[src/rtl/fifo_rd_stream.sv]
// Read-side consumer for the async FIFO. It pops show-ahead words into a 2-entry skid buffer
// and presents them as a registered valid/ready stream, keeping a debug handshake counter.
module fifo_rd_stream #(
  parameter int unsigned DATA_WIDTH = 32,
  parameter int unsigned CNT_WIDTH  = 32
) (
  input  logic                  rclk,
  input  logic                  rrst_n,
  input  logic                  rempty,
  input  logic [DATA_WIDTH-1:0] rdata,
  output logic                  rpull,
  input  logic                  flush,
  output logic                  m_valid,
  output logic [DATA_WIDTH-1:0] m_data,
  input  logic                  m_ready,
  output logic [CNT_WIDTH-1:0]  xfer_cnt
);

  typedef enum logic [1:0] {
    ST_EMPTY = 2'd0,
    ST_ONE   = 2'd1,
    ST_TWO   = 2'd2
  } state_t;

  state_t                r_state;
  state_t                w_state_nxt;
  logic [DATA_WIDTH-1:0] r_out;
  logic [DATA_WIDTH-1:0] r_skid;
  logic [CNT_WIDTH-1:0]  r_cnt;

  logic w_pop;
  logic w_take;
  logic w_out_from_fifo;
  logic w_out_from_skid;
  logic w_skid_from_fifo;

  // The pull never looks at m_ready: the skid slot absorbs the word in flight.
  assign w_pop    = rrst_n && !flush && !rempty && (r_state != ST_TWO);
  assign w_take   = m_valid && m_ready;

  assign rpull    = w_pop;
  assign m_valid  = (r_state != ST_EMPTY);
  assign m_data   = r_out;
  assign xfer_cnt = r_cnt;

  // Next occupancy and which register loads from where.
  always_comb begin
    w_state_nxt      = r_state;
    w_out_from_fifo  = 1'b0;
    w_out_from_skid  = 1'b0;
    w_skid_from_fifo = 1'b0;
    if (flush) begin
      w_state_nxt = ST_EMPTY;
    end else begin
      case (r_state)
        ST_EMPTY: begin
          if (w_pop) begin
            w_out_from_fifo = 1'b1;
            w_state_nxt     = ST_ONE;
          end
        end
        ST_ONE: begin
          if (w_pop && w_take) begin
            w_out_from_fifo = 1'b1;
          end else if (w_pop) begin
            w_skid_from_fifo = 1'b1;
            w_state_nxt      = ST_TWO;
          end else if (w_take) begin
            w_state_nxt = ST_EMPTY;
          end
        end
        ST_TWO: begin
          if (w_take) begin
            w_out_from_skid = 1'b1;
            w_state_nxt     = ST_ONE;
          end
        end
        default: w_state_nxt = ST_EMPTY;
      endcase
    end
  end

  always_ff @(posedge rclk) begin
    if (!rrst_n) begin
      r_state <= ST_EMPTY;
    end else begin
      r_state <= w_state_nxt;
    end
  end

  // Data path; flush loads nothing so m_data holds its last value.
  always_ff @(posedge rclk) begin
    if (!rrst_n) begin
      r_out  <= '0;
      r_skid <= '0;
    end else begin
      if (w_out_from_fifo) begin
        r_out <= rdata;
      end else if (w_out_from_skid) begin
        r_out <= r_skid;
      end
      if (w_skid_from_fifo) begin
        r_skid <= rdata;
      end
    end
  end

  // Handshake counter, still counting on a flush cycle and wrapping naturally.
  always_ff @(posedge rclk) begin
    if (!rrst_n) begin
      r_cnt <= '0;
    end else if (w_take) begin
      r_cnt <= r_cnt + CNT_WIDTH'(1);
    end
  end

endmodule

[config.mk]
export PLATFORM = sky130hd
export DESIGN_NAME = fifo_rd_stream
export DESIGN_NICKNAME = d
export VERILOG_FILES = /design/src/rtl/fifo_rd_stream.sv
export SDC_FILE = /design/constraint.sdc
export NUM_CORES = 1
export LEC_CHECK = 0
export CAP_MARGIN = 25
export CORE_MARGIN = 10
export CORE_UTILIZATION = 45
export DETAILED_ROUTE_END_ITERATION = 8
export GPL_ROUTABILITY_DRIVEN = 0
export PLACE_DENSITY = 0.79
export SLEW_MARGIN = 15
export SYNTH_ARGS = -nofsm -noshare
export SYNTH_HDL_FRONTEND = slang
export SYNTH_SLANG_ARGS = --single-unit
[constraint.sdc]
create_clock -name rclk -period 2 [get_ports rclk]
set_input_delay 0.4 -clock rclk [delete_from_list [all_inputs] [get_ports rclk]]
set_output_delay 0.4 -clock rclk [all_outputs]
set_load 0.01 [all_outputs]
==> results.toml, run 1 <==
[timing]
hold_violations = 0
skew_ps = 9.880
finalMaxSlewViolations = 0
max_freq_ghz = 0.5186
worst_slack_ps = 71.59
fin_crit_ps = 1928
fin_crit_sh_pct = 96.42
rsz0062_at_grt = "false"
worstMarginPinSlew_ps = 362.3
setup_viol = 0
hold_slack_ps = 461.8
maxSlewHeadroom_pct = 75.79

[logic_synthesis]
yosys_warnings = 0
syn_avg_cell_area_um2 = 8.784
synth_cell_types = 38
synth_seq_cells = 98
synth_edf_count = 0
syn_area_um2 = 4234
synthesis.nets = 520
yosysTopAreaCellShare_pct = 46.34
synthArstFlopShare_pct = 0
synth_largest_area_cell = "dfxtp_1"
synth.most_common_cell = "dfxtp_1"
yosys-top-cells-area = "dfxtp_1 46%, mux2i_1 7.8%, nand2_1 6.8%"
ys_seq_area_share_pct = 46.34
synthTopCellsByCount = "98 x dfxtp_1, 77 x nand2_1, 45 x a21oi_1, 45 x nor2_1, 33 x mux2i_1"
synth_flop_cell = "dfxtp_1"
netlist_instances = 482

[drt]
drc = 0
first_iter_violations = 270
routed_wl_um = 11320
vias = 3924
first_pass_iters = 5
drtAntennaViolNets = 0
wl_per_cell_um = 16.06
drt-vias-per-instance = 5.566

[worst_setup_path]
arrival_ps = 2200
reg2reg_from = "xfer_cnt[0]$_SDFFE_PN0P_"
cp-startpoint = "flush"
cp-end-kind = "flop"
cp_slowest_cell = "or4b_4"
required_ps = 2270
path_class = "in2reg"
critical_path.max_stage_delay_ps = 540
crit_chain = "clkdlybuf4s50_1 -> or4b_4 -> buf_4 -> nand2b_2 -> buf_12 -> a211oi_1"
crit_fanout = 64
cp-start-kind = "primary input"

[grt]
grt_pass1_wl_um = 18310
grt_max_degree = 65
grt_pass1_vias = 3791
overflow = 0
track_usage_pct = 16.23
antenna_found_initial = 0

[cts]
root_buffer = "clkbuf_8"
cts_tree = "built"
cts_buffers = 9
clk_latency_ps = 360
cts.path.max_buffers = 2
cts.sinks = 98
clk_pin_slew_ps = 100
htreeDepth = 3

[min_path]
hold_path.class = "reg2reg"
hold_start = "r_skid[3]$_SDFFE_PN0P_"

[floorplan]
boundaryPins = 103
start_util_pct = 46.04
die_y_um = 117
core_area_um2 = 9196
rows = 35
dieWidth_um = 117
design.die.area_um2 = 13690

[final_layout]
diodes = 0
fin_area_um2 = 5699
multi_input_area_um2 = 2088
seq_area_um2 = 1963
post-route-util_pct = 61.97
fillCellCount = 795
syn_to_final_growth_pct = 34.60
drive_gt1_share_pct = 9.259
nets = 627

[run]
cap_viol_max_count = 0

[power]
cellLeakagePower_nw = 1.912
power_mw = 3.570
p_per_area_nw_per_um2 = 626.4
peakVddDrop_v = 0.0004121

[place]
pre_cts_ws_ps = -281.8
placed_area_um2 = 5512
portBuffers = 102
dp_hpwl_um = 7834

[outcome]
status = "finished, final reports clean"
[state kept, by name (all words and copies together) (netlist names)]
register,cells
r_state,2
xfer_cnt,32
r_skid,32
m_data,32
[path summary, 6_finish.rpt]
kind | endpoint | slack, ps | cells after the start
max | m_data[30]$_SDFFE_PN0P_ | 70 | 6
min | r_skid[3]$_SDFFE_PN0P_ | 460 | 2
max reg2reg | xfer_cnt[30]$_SDFFE_PN0P_ | 130 | 5
min reg2reg | r_skid[3]$_SDFFE_PN0P_ | 460 | 2
[kinds of logic (layout without fill, tap and decap cells)]
| kind of cell | count (synthesis) | in the layout | share of synthesized area [%] |
|---|---|---|---|
| xor+xnor | 9 | 9 | 1.862 |
| compound gates | 113 | 113 | 17.79 |
| mux | 34 | 34 | 8.067 |
| fa+ha+maj | 1 | 1 | 0.2955 |
| simple gates | 187 | 187 | 20.95 |
| buf+inv | 40 | 152 | 4.698 |
| flops | 98 | 98 | 46.34 |
[cell type report]
class,count,area share [%]
clock buffers,9,2.173
clock inverters,7,1.054
inverters,4,0.2634
multi-input cells,344,36.64
flip-flops and latches,98,34.45
well taps,111,2.437
repair buffers,132,22.99
[metrics by stage]
stage | setup TNS [ps] | cells
CTS | 0 | 705
detailed placement | -18370 | 689
floorplan | 0 | 482
global route | 0 | 705
finish | 0 | 705
global placement | -14890 | 689
[cells in the final DEF, fill, tap and decap left out, drive strengths merged, types with 10 or more instances in the layout]
cell type      count
clkdlybuf4s50    100
a21oi             45
nand4             11
o311ai            10
o41ai             10
nand2             77
dfxtp             98
mux2i             33
buf               30
a211oi            32
nor2              45
nand2b            13
[worst max-delay path: cells and delay by family]
family                 cells  cell delay [ps]
buffers and inverters      3              800
AND/OR/NAND/NOR            2              720
AO/OA/AOI/OAI              1              250
[report_power, final]
group	leakage, nW	internal, mW	switching, mW
logic	1.02	0.182	0.148
registers	0.794	1.99	0.0248
clock network	0.0961	0.476	0.751
total	1.91	2.65	0.924
[metal layers]
metal	routed length [µm]	part of all wire, %	GRT usage, %	vias up
met5	0	0	0	-
met3	923	8.2	5.403	12
met1	5153	46	20.75	1848
met4	159	1.4	4.942	0
li1	-	-	-	1948
met2	5087	45	25.31	116
[timing repair]
| action | CTS | global route |
|---|---|---|
| hold buffers | 0 | 0 |
| setup endpoints to repair | 1 | 7 |
| resized for setup | 1 | 3 |
| pin swaps | 0 | 0 |
| setup buffers | 0 | 0 |
No activity file was read; power rests on OpenSTA's default activity.
==> run 2: changes to the inputs <==
- SLEW_MARGIN: 15 -> 20
==> results of run 2 <==
The final DEF is identical to that of run 1; final timing and power are the same.
